File: config.mk
export PLATFORM = sky130hd
export DESIGN_NAME = sensor_conditioner
export DESIGN_NICKNAME = d
export VERILOG_FILES = /design/src/rtl/sensor_pkg.sv /design/src/rtl/debounce_channel.sv /design/src/rtl/sensor_conditioner.sv
export SDC_FILE = /design/constraint.sdc
export NUM_CORES = 1
export LEC_CHECK = 0
export BUFFER_PORTS_ARGS = -buffer_cell sky130_fd_sc_hd__buf_2
export CAP_MARGIN = 10
export CORE_MARGIN = 10
export CORE_UTILIZATION = 55
export CTS_BUF_LIST = sky130_fd_sc_hd__clkbuf_8
export DETAILED_ROUTE_END_ITERATION = 12
export GPL_TIMING_DRIVEN = 0
export PLACE_DENSITY_LB_ADDON = 0.3
export SLEW_MARGIN = 15
export SYNTH_ARGS = -nofsm -noshare
export SYNTH_HDL_FRONTEND = slang
export SYNTH_SLANG_ARGS = --single-unit
File: constraint.sdc
create_clock -name clock -period 3.85 [get_ports clock]
set_input_delay 0.77 -clock clock [delete_from_list [all_inputs] [get_ports clock]]
set_output_delay 0.77 -clock clock [all_outputs]
set_load 0.05 [all_outputs]
File: src/rtl/sensor_pkg.sv
// Shared definitions for the sensor conditioner: channel FSM encoding, default
// timing constants and bit positions of each sensor in the packed level vector.
package sensor_pkg;

  typedef enum logic {Hold, Confirm} chan_state_e;

  localparam int unsigned DefaultDiv    = 4;
  localparam int unsigned DefaultStable = 3;
  localparam int unsigned DefaultCw     = 4;

  localparam int unsigned HEAD    = 3;
  localparam int unsigned LEFT    = 2;
  localparam int unsigned UNDER   = 1;
  localparam int unsigned BARRIER = 0;

endpackage

File: src/rtl/debounce_channel.sv
// One sensor bit: two-flop synchronizer followed by a tick-paced debounce FSM.
// LATCH makes a risen level sticky until reset.
module debounce_channel
  import sensor_pkg::*;
#(
  parameter int unsigned STABLE = DefaultStable,
  parameter int unsigned CW     = DefaultCw,
  parameter bit          LATCH  = 1'b0
) (
  input  logic clock,
  input  logic reset,
  input  logic tick,
  input  logic raw,
  output logic level,
  output logic flip
);

  logic          s1_q, s2_q, level_q, flip_q;
  logic [CW-1:0] cnt_q;
  chan_state_e   state_q;

  always_ff @(posedge clock) begin
    if (!reset) begin
      s1_q    <= 1'b0;
      s2_q    <= 1'b0;
      level_q <= 1'b0;
      flip_q  <= 1'b0;
      cnt_q   <= '0;
      state_q <= Hold;
    end else begin
      s1_q   <= raw;
      s2_q   <= s1_q;
      flip_q <= 1'b0;
      // A latched channel freezes entirely once its level is high.
      if (tick && !(LATCH && level_q)) begin
        unique case (state_q)
          Hold: begin
            if (s2_q != level_q) begin
              if (STABLE == 1) begin
                level_q <= ~level_q;
                flip_q  <= 1'b1;
              end else begin
                cnt_q   <= CW'(1);
                state_q <= Confirm;
              end
            end else begin
              cnt_q <= '0;
            end
          end
          Confirm: begin
            if (s2_q == level_q) begin
              cnt_q   <= '0;
              state_q <= Hold;
            end else if (cnt_q == CW'(STABLE - 1)) begin
              level_q <= ~level_q;
              flip_q  <= 1'b1;
              cnt_q   <= '0;
              state_q <= Hold;
            end else begin
              cnt_q <= cnt_q + CW'(1);
            end
          end
        endcase
      end
    end
  end

  assign level = level_q;
  assign flip  = flip_q;

endmodule

File: src/rtl/sensor_conditioner.sv
// Synchronizes and debounces the four robot sensors on a shared sample tick.
// Define UNDER_LATCH_EN to make the under sensor sticky-high until reset.
module sensor_conditioner
  import sensor_pkg::*;
#(
  parameter int unsigned DIV    = DefaultDiv,
  parameter int unsigned STABLE = DefaultStable,
  parameter int unsigned CW     = DefaultCw
) (
  input  logic clock,
  input  logic reset,
  input  logic raw_head,
  input  logic raw_left,
  input  logic raw_under,
  input  logic raw_barrier,
  output logic head,
  output logic left,
  output logic under,
  output logic barrier,
  output logic changed
);

`ifdef UNDER_LATCH_EN
  localparam bit UnderLatch = 1'b1;
`else
  localparam bit UnderLatch = 1'b0;
`endif

  logic [CW-1:0] pre_q;
  logic          tick;
  logic [3:0]    raw_vec, level_vec, flip_vec;

  assign tick = (pre_q == CW'(DIV - 1));

  always_ff @(posedge clock) begin
    if (!reset) begin
      pre_q <= '0;
    end else begin
      pre_q <= tick ? '0 : pre_q + CW'(1);
    end
  end

  always_comb begin
    raw_vec          = '0;
    raw_vec[HEAD]    = raw_head;
    raw_vec[LEFT]    = raw_left;
    raw_vec[UNDER]   = raw_under;
    raw_vec[BARRIER] = raw_barrier;
  end

  for (genvar i = 0; i < 4; i++) begin : g_chan
    debounce_channel #(
      .STABLE (STABLE),
      .CW     (CW),
      .LATCH  (UnderLatch && (i == UNDER))
    ) u_chan (
      .clock (clock),
      .reset (reset),
      .tick  (tick),
      .raw   (raw_vec[i]),
      .level (level_vec[i]),
      .flip  (flip_vec[i])
    );
  end

  assign head    = level_vec[HEAD];
  assign left    = level_vec[LEFT];
  assign under   = level_vec[UNDER];
  assign barrier = level_vec[BARRIER];
  // Flips are registered per channel, so simultaneous flips merge into one pulse.
  assign changed = |flip_vec;

endmodule

==> results of run 1 <==
-- registers in the layout (all words and copies together) (netlist names) --
name                   cells
g_chan.u_chan.flip         4
g_chan.u_chan.state_q      4
g_chan.u_chan.cnt_q       16
g_chan.u_chan.level        4
g_chan.u_chan.s2_q         4
g_chan.u_chan.s1_q         4
pre_q                      4
-- Yosys cell counts (all sizes together) (2+ instances only) --
library cell | n | area (um2)
nor2 | 6 | 22.5
nand3b | 5 | 37.5
nand2 | 22 | 82.6
nor2b | 7 | 43.8
o21ai | 13 | 65.1
xor2 | 3 | 26.3
buf | 3 | 17.5
nor3 | 2 | 10.0
a21oi | 2 | 10.0
ha | 9 | 113
clkbuf | 6 | 22.5
nor3b | 6 | 50.1
nand2b | 2 | 12.5
o21a | 4 | 30.0
dfxtp | 40 | 801
a22oi | 6 | 45.0
o31ai | 4 | 30.0
nor4 | 5 | 31.3
a21boi | 5 | 37.5
inv | 5 | 18.8
and2 | 16 | 100
or3b | 3 | 28.8
xnor2 | 4 | 35.0
nand4 | 3 | 18.8
nand3 | 8 | 40.0
-- power by group through the flow --
stage | registers (mW) | clock network (mW) | logic, mW
floorplan | 0.437 | 0 | 0.0285
global placement | 0.438 | 0 | 0.0402
detailed placement | 0.438 | 0 | 0.0413
CTS | 0.429 | 0.282 | 0.0418
global route | 0.429 | 0.300 | 0.0463
finish | 0.429 | 0.277 | 0.0414
-- layer usage --
layer  GRT usage [%]  routed length [um]  vias to the layer above
met1            13.5                1590                      690
li1                -                   -                      728
met4            6.20                  65                        0
met2            22.6                1870                       30
met5               0                   0                        -
met3            3.73                 196                        7
-- cell type report --
| type | instances | area share (%) |
|---|---|---|
| multi-input cells | 145 | 47.3 |
| flip-flops and latches | 40 | 40.0 |
| clock buffers | 6 | 4.13 |
| well taps | 44 | 2.75 |
| repair buffers | 10 | 2.50 |
| plain buffers | 9 | 2.00 |
| inverters | 5 | 0.938 |
| clock inverters | 2 | 0.375 |
-- worst reg2reg max path, cell delays in order, from the launching register on --
cell and delay (ns):
dfxtp_1 0.36, ha_1 0.20, or3b_1 0.35, clkbuf_1 0.16, clkbuf_1 0.26, nand2_1 0.14
o21ai_0 0.11, o21a_1 0.19
-- cell families (layout without fill, tap and decap cells) --
group           Yosys count  in the layout  synth area share (%)
buf+inv                  14             32                  3.26
fa+ha+maj                 9              9                  6.24
xor+xnor                  7              7                  3.40
simple gates             89             89                  28.1
mux                       1              1                 0.554
flops                    40             40                  44.4
compound gates           39             39                  14.1
-- layout by cell type (no fill, tap or decap), types with 6 or more instances in the layout --
master,netlist,final
dfxtp_1,40,40
nand2_1,22,22
and2_1,16,16
o21ai_0,13,13
buf_2,2,12
ha_1,9,9
nand3_1,8,8
inv_1,5,7
nor2b_1,7,7
clkbuf_1,6,6
nor2_1,6,6
a22oi_1,6,6
clkbuf_8,0,6
-- worst paths after layout --
kind | from | slack, ns | end
max reg2reg | pre_q[0]$_SDFF_PP0_ | 1.98 | g_chan[2].u_chan.cnt_q[3]$_SDFFE_PN0N_
min | g_chan[0].u_chan.s1_q$_SDFF_PN0_ | 0.43 | g_chan[0].u_chan.s2_q$_SDFF_PN0_
min reg2reg | g_chan[0].u_chan.s1_q$_SDFF_PN0_ | 0.43 | g_chan[0].u_chan.s2_q$_SDFF_PN0_
max | g_chan[1].u_chan.flip$_SDFF_PP0_ | 1.74 | changed
-- metrics by stage --
stage | instances | area (um2) | hold slack (ns) | utilization [%]
2_1_floorplan | 199 | 1810 | 0.412 | -
3_3_place_gp | 253 | 1910 | 0.419 | 61.6
3_5_place_dp | 253 | 1910 | 0.419 | 61.6
4_1_cts | 261 | 2000 | 0.437 | 64.5
5_1_grt | 261 | 2000 | 0.448 | 64.5
6_report | 261 | 2000 | 0.433 | 64.5
==> results.toml, run 1 <==
[worst_setup_path]
crit_required_ns = 3.08
path_delay_family = "simple AND/OR/NAND/NOR gates"
critPathMaxFanout = 1
cp_slowest_cell = "or4_1"
worstSetupPathDepth = 2
slowest_delay_ns = 0.53
path_cells = "or4_1, buf_2"
worstSetupPathType = "register to output pin"
worst_setup_path_end_kind = "output pin"
cp-start-kind = "register"
reg2reg_depth = 7
crit_buf_inv = 1
critPathArrivalTime_ns = 1.34

[synthesis]
yosysSeqAreaShare_pct = 44.4
synth_cells = 199
ys_ff_latch = 40
synth_nets = 214
synthArstFlopShare_pct = 0
synth_area_per_cell_um2 = 9.07
synth_ff_type = "dfxtp_1"
ys_warn_count = 0
syn_area_um2 = 1810
synth_edf_count = 0
ys_types = 40

[layout]
multi_input_area_um2 = 946
fill_cells = 276
regArea_um2 = 801
drive_above_1_share_pct = 10.6
area_growth_pct = 10.8
nNetsFinal = 231
diodes = 0

[cts]
ctsHoldBuffers = 0
htreeDepth = 2
path_clk_slew_ns = 0.07
cts_resized = 0
tritoncts = "built"
cts_sinks = 40
numCtsBuffers = 5
cts_setup_buffers = 0
cts_root_buf = "clkbuf_8"
clock_latency_ns = 0.29
clockBufferDepth = 2

[drt]
drc_errors = 0
num_vias = 1455
viasPerCell = 5.57
ant_nets = 0
first_pass_iters = 4
wire_per_inst_um = 14.2
routed_wl_um = 3710
initialDrtViolationCount = 65

[timing]
fin_setup_tns_ns = 0
worstMarginPinSlew_ns = 0.464
rsz0062_at_grt = "no"
layout_setup_ws_ns = 1.74
setup_viol = 0
fin_crit_sh_pct = 54.9
relSlewSlack_pct = 69.0
finalHoldViolCount = 0
fin_skew_ns = 0.00543
fmax_mhz = 473
slew_violations = 0
min_period_ns = 2.11

[floorplanning]
num_rows = 20
ioPinCount = 11
core_region_area_um2 = 3100
start_util_pct = 58.2
die_x_um = 77.3
die-height_um = 77.3
die-area_um2 = 5970

[global_routing]
grt_max_degree = 12
grt_pass1_wl_um = 6310
antenna_found_initial = 0
grt_overflow = 0
grt_pass1_vias = 1429
grtUsageTotal_pct = 12.8

[hold_path]
holdPathStages = 1
hp-class = "register to register"

[power]
total_power_uw = 748
irDropWorstVdd_mv = 0.273
clkPwrFrac_pct = 37.1
p_sw_share_pct = 22.5
p_sw_uw = 168
leakagePower_nw = 0.746
p_int_uw = 579
p_seq_share_pct = 57.3
power.density_nw_per_um2 = 374
p_comb_share_pct = 5.5

[outcome]
outcome = "finished, final reports clean"

[place]
dpl.hpwl_um = 2600
preCtsSetupSlack_ns = 1.82
gp_congestion = 0.826
io_buffers = 10

[flow_run]
drv_cap = 0
(Power assumes the default switching activity.)
==> run 2: changes to the inputs <==
clock period = 1.9 ns   (was 3.85 ns; I/O delays follow)
==> run 2 against run 1 <==
Compared with the run above: via count unchanged; clock skew about the same; combinational power up 100%; clock power up 100%; wire length about the same; critical path depth up 5; global-route usage unchanged; hold slack worse by 0.14 ns; largest power group unchanged; cell area about the same; first-iteration DRC count up 17%; die area unchanged.
==> results.toml, run 2 (synthesis results as in run 1) <==
[outcome]
outcome = "finished, final reports clean"

[floorplanning]
start_util_pct = 58.2
die-area_um2 = 5970
ioPinCount = 11
die_x_um = 77.3
die-height_um = 77.3
num_rows = 20
core_region_area_um2 = 3100

[place]
dpl.hpwl_um = 2600
numPlacedInstances = 253
gp_congestion = 0.826
preCtsSetupSlack_ns = 0.0910
io_buffers = 10

[drt]
first_pass_iters = 4
num_vias = 1455
wire_per_inst_um = 14.2
drc_errors = 0
viasPerCell = 5.57
ant_nets = 0
routed_wl_um = 3710
initialDrtViolationCount = 76

[worst_setup_path]
slowest_delay_ns = 0.36
worstSetupPathType = "register to register"
critPathMaxFanout = 10
path_cells = "ha_1, or3b_1, clkbuf_1, clkbuf_2, nand2_1, o21ai_0, o21a_1"
crit_required_ns = 2.09
cp_slowest_cell = "dfxtp_1"
worst_setup_path_end_kind = "register"
r2r_slack_ns = 0.09
critPathArrivalTime_ns = 2.00
cp-start-kind = "register"

[global_routing]
grt_overflow = 0
antenna_found_initial = 0
grt_pass1_wl_um = 6310
grt_max_degree = 12
grtUsageTotal_pct = 12.8
grt_pass1_vias = 1429

[layout]
nNetsFinal = 231
largest_reg_flops = 16
drive_above_1_share_pct = 11.1
diodes = 0
layout_commonest_cell = "dfxtp_1"
area_growth_pct = 10.9
fill_cells = 276
mostFrequentLayoutCells = "dfxtp_1 (40), nand2_1 (22), and2_1 (16)"
finalNonFillerCells = 261
top_register = "g_chan.u_chan.cnt_q"

[power]
total_power_mw = 1.51
p_sw_uw = 340
p_seq_share_pct = 57.4
p_sw_share_pct = 22.5
p_comb_share_pct = 5.6
p_int_mw = 1.17
clkPwrFrac_pct = 37.1
power.density_nw_per_um2 = 756
leakagePower_nw = 0.749
irDropWorstVdd_mv = 0.553

[timing]
layout_setup_ws_ns = 0.0931
finalHoldViolCount = 0
setup_viol = 0
rsz0062_at_grt = "no"
min_period_ns = 1.81
fin_skew_ns = 0.00517
worstMarginPinSlew_ns = 0.466
slew_violations = 0
fin_setup_tns_ns = 0
fmax_mhz = 553
fin_crit_sh_pct = 95.1
relSlewSlack_pct = 68.9

[cts]
clock_latency_ns = 0.29
cts_root_buf = "clkbuf_8"
cts_sinks = 40
htreeDepth = 2
clockBufferDepth = 2
ctsHoldBuffers = 0
numCtsBuffers = 5
tritoncts = "built"
path_clk_slew_ns = 0.07

[hold_path]
hp-class = "input port to register"

[flow_run]
drv_cap = 0
==> run 2: layer usage <==
metal / share of wire (%) / up-vias / track usage [%]
met5: 0 / - / 0
met1: 43 / 691 / 13.5
met2: 50 / 29 / 22.6
met3: 5.1 / 7 / 3.73
met4: 1.8 / 0 / 6.20
li1: - / 728 / -
==> run 2: cell type report <==
| type | instances | area (um2) | area share, % |
|---|---|---|---|
| Inverter | 5 | 18.8 | 0.938 |
| Tap cell | 44 | 55.1 | 2.75 |
| Buffer | 9 | 41.3 | 2.06 |
| Timing Repair Buffer | 10 | 50.0 | 2.50 |
| Multi-Input combinational cell | 145 | 946 | 47.2 |
| Clock buffer | 6 | 82.6 | 4.13 |
| Sequential cell | 40 | 801 | 40.0 |
| Clock inverter | 2 | 7.51 | 0.375 |
==> run 2: power groups by stage <==
| stage | Combinational (mW) | Sequential (mW) | Clock (mW) |
|---|---|---|---|
| after floorplan | 0.0577 | 0.885 | 0 |
| after global placement | 0.0815 | 0.887 | 0 |
| after detailed placement | 0.0837 | 0.888 | 0 |
| after CTS | 0.0848 | 0.869 | 0.572 |
| after global routing | 0.0942 | 0.870 | 0.607 |
| final | 0.0842 | 0.869 | 0.561 |
==> run 2: worst paths after layout <==
path | endpoint | depth (start not counted) | from
worst max-delay path | g_chan[2].u_chan.cnt_q[3]$_SDFFE_PN0N_ | 7 | pre_q[0]$_SDFF_PP0_
worst min-delay path | g_chan[0].u_chan.s1_q$_SDFF_PN0_ | 2 | raw_barrier
worst max register to register | g_chan[2].u_chan.cnt_q[3]$_SDFFE_PN0N_ | 7 | pre_q[0]$_SDFF_PP0_
worst min register to register | g_chan[0].u_chan.s2_q$_SDFF_PN0_ | 1 | g_chan[0].u_chan.s1_q$_SDFF_PN0_
==> run 2: timing repair <==
action / CTS / global route
endpoints found under the setup margin: 0 / 3
buffers inserted: 0 / 0
gates resized for setup: 0 / 2
==> run 2: critical path: cells and delay by family, from the launching register on <==
kind,cells,cell delay (ns)
simple gates,2,0.46
fa+ha+maj,1,0.20
compound gates,2,0.29
buf+inv,2,0.38
flops,1,0.36
==> run 2: metrics by stage <==
step / util, % / instance area [um2] / hold slack, ns
detailed placement: 61.6 / 1910 / 0.419
finish: 64.5 / 2000 / 0.290
global route: 64.5 / 2000 / 0.301
global placement: 61.6 / 1910 / 0.419
CTS: 64.5 / 2000 / 0.287
floorplan: - / 1810 / 0.412
==> run 3: changes to the inputs <==
clock period = 1.6 ns   (was 1.9 ns; I/O delays follow)
==> run 3 against run 2 <==
Compared with the run above: the run now ends with negative setup slack left; die area did not move; non-clock buffer count rose by 10; final cell count rose by 3.4%; sequential share of layout area fell by 4.6 points; largest cell class unchanged; largest power group unchanged.
==> results.toml, run 3 (synthesis results as in run 1) <==
[global_routing]
grtUsageTotal_pct = 14.8
grt_pass1_vias = 1567
antenna_found_initial = 0
grt_pass1_wl_um = 7270
grt_max_degree = 12
grt_overflow = 0

[layout]
multi_input_area_um2 = 1100
final_area_um2 = 2300
top_register = "g_chan.u_chan.cnt_q"
area_growth_pct = 27.3
mostFrequentLayoutCells = "dfxtp_1 (33), nand2_1 (22), and2_1 (16)"
layout_commonest_cell = "dfxtp_1"
diodes = 0
nNetsFinal = 241
fill_cells = 223
utilization_pct = 74.1
drive_above_1_share_pct = 26.5
largest_reg_flops = 16
finalNonFillerCells = 270
regArea_um2 = 815

[power]
irDropWorstVdd_mv = 0.695
power.density_nw_per_um2 = 826
total_power_mw = 1.90
p_int_mw = 1.46
p_sw_uw = 434
p_comb_share_pct = 7.6
leakagePower_nw = 0.834
p_sw_share_pct = 22.9
p_seq_share_pct = 54.5
clkPwrFrac_pct = 37.9

[place]
numPlacedInstances = 253
dpl.hpwl_um = 2640
io_buffers = 10
gp_congestion = 0.802
place_area_um2 = 1910

[cts]
ctsHoldBuffers = 0
numCtsBuffers = 5
cts_sinks = 40
tritoncts = "built"
clockBufferDepth = 2
path_clk_slew_ns = 0.08
cts_root_buf = "clkbuf_8"
clock_latency_ns = 0.30
htreeDepth = 2

[floorplanning]
start_util_pct = 58.2
die-height_um = 77.3
core_region_area_um2 = 3100
ioPinCount = 11
die-area_um2 = 5970
die_x_um = 77.3
num_rows = 20

[timing]
relSlewSlack_pct = 63.9
slew_violations = 0
fmax_mhz = 611
worstMarginPinSlew_ns = 0.541
fin_crit_sh_pct = 102
layout_setup_ws_ns = -0.0361
fin_skew_ns = 0.0102
rsz0062_at_grt = "yes"
setup_viol = 7
finalHoldViolCount = 0
min_period_ns = 1.64

[drt]
viasPerCell = 5.98
ant_nets = 0
routed_wl_um = 4600
first_pass_iters = 6
num_vias = 1614
drc_errors = 0
wire_per_inst_um = 17.0
initialDrtViolationCount = 130

[worst_setup_path]
critPathArrivalTime_ns = 1.88
cp_slowest_cell = "or3b_4"
critPathMaxFanout = 10
path_cells = "ha_4, or3b_4, buf_6, nor4_4, a31o_2"
crit_required_ns = 1.84
worst_setup_path_end_kind = "register"
cp-start-kind = "register"
worstSetupPathType = "register to register"
slowest_delay_ns = 0.43

[outcome]
violations = "negative setup slack"
outcome = "finished, violations left"

[hold_path]
hp-class = "input port to register"

[flow_run]
drv_cap = 0
-- run 3: worst paths after layout --
path	startpoint	to	slack, ns	cells after the start
setup / recovery	pre_q[0]$_SDFF_PP0_	g_chan[3].u_chan.cnt_q[2]$_SDFFE_PN0N_	-0.04	5
hold / removal	raw_barrier	g_chan[0].u_chan.s1_q$_SDFF_PN0_	0.22	2
setup reg to reg	pre_q[0]$_SDFF_PP0_	g_chan[3].u_chan.cnt_q[2]$_SDFFE_PN0N_	-0.04	5
hold reg to reg	g_chan[0].u_chan.s1_q$_SDFF_PN0_	g_chan[0].u_chan.s2_q$_SDFF_PN0_	0.44	1
-- run 3: timing repair --
item / in CTS / in global routing
endpoints found under the setup margin: 26 / 17
pin swaps: 4 / 6
resized for setup: 25 / 24
setup buffers: 7 / 4
-- run 3: cell type report --
cell class	count	share of cell area (%)
Inverter	5	0.925
Tap cell	44	2.40
Timing Repair Buffer	21	6.37
Multi-Input combinational cell	145	47.7
Clock buffer	7	4.19
Buffer	8	2.94
Sequential cell	40	35.4
-- run 3: power groups by stage --
stage | registers [mW] | logic [mW] | clock network (mW)
after detailed placement | 1.05 | 0.100 | 0
final | 1.03 | 0.144 | 0.720
after floorplan | 1.05 | 0.0686 | 0
after CTS | 1.03 | 0.122 | 0.726
after global placement | 1.05 | 0.0970 | 0
after global routing | 1.04 | 0.156 | 0.778
-- run 3: critical path, delay by kind of cell (launching register included) --
kind | cells | cell delay, ns
buffers and inverters | 1 | 0.18
adder cells (fa/ha/maj) | 1 | 0.16
AND/OR/NAND/NOR | 2 | 0.71
flip-flops | 1 | 0.38
AO/OA/AOI/OAI | 1 | 0.14
-- run 3: metrics by stage --
step           setup WS, ns  hold slack, ns  TNS (ns)
3_3_place_gp         -0.183           0.417     -1.51
4_1_cts             -0.0447           0.223   -0.0827
2_1_floorplan      -0.00675           0.412  -0.00675
6_report            -0.0361           0.224    -0.116
5_1_grt             -0.0930           0.230    -0.679
3_5_place_dp         -0.233           0.418     -2.68
-- run 3: per-layer routing --
metal / global-route usage (%) / wire [um] / part of all wire (%)
met5: 0 / 0 / 0
met3: 5.94 / 286 / 6.2
met1: 16.4 / 1900 / 41
met4: 7.85 / 189 / 4.1
met2: 23.8 / 2220 / 48
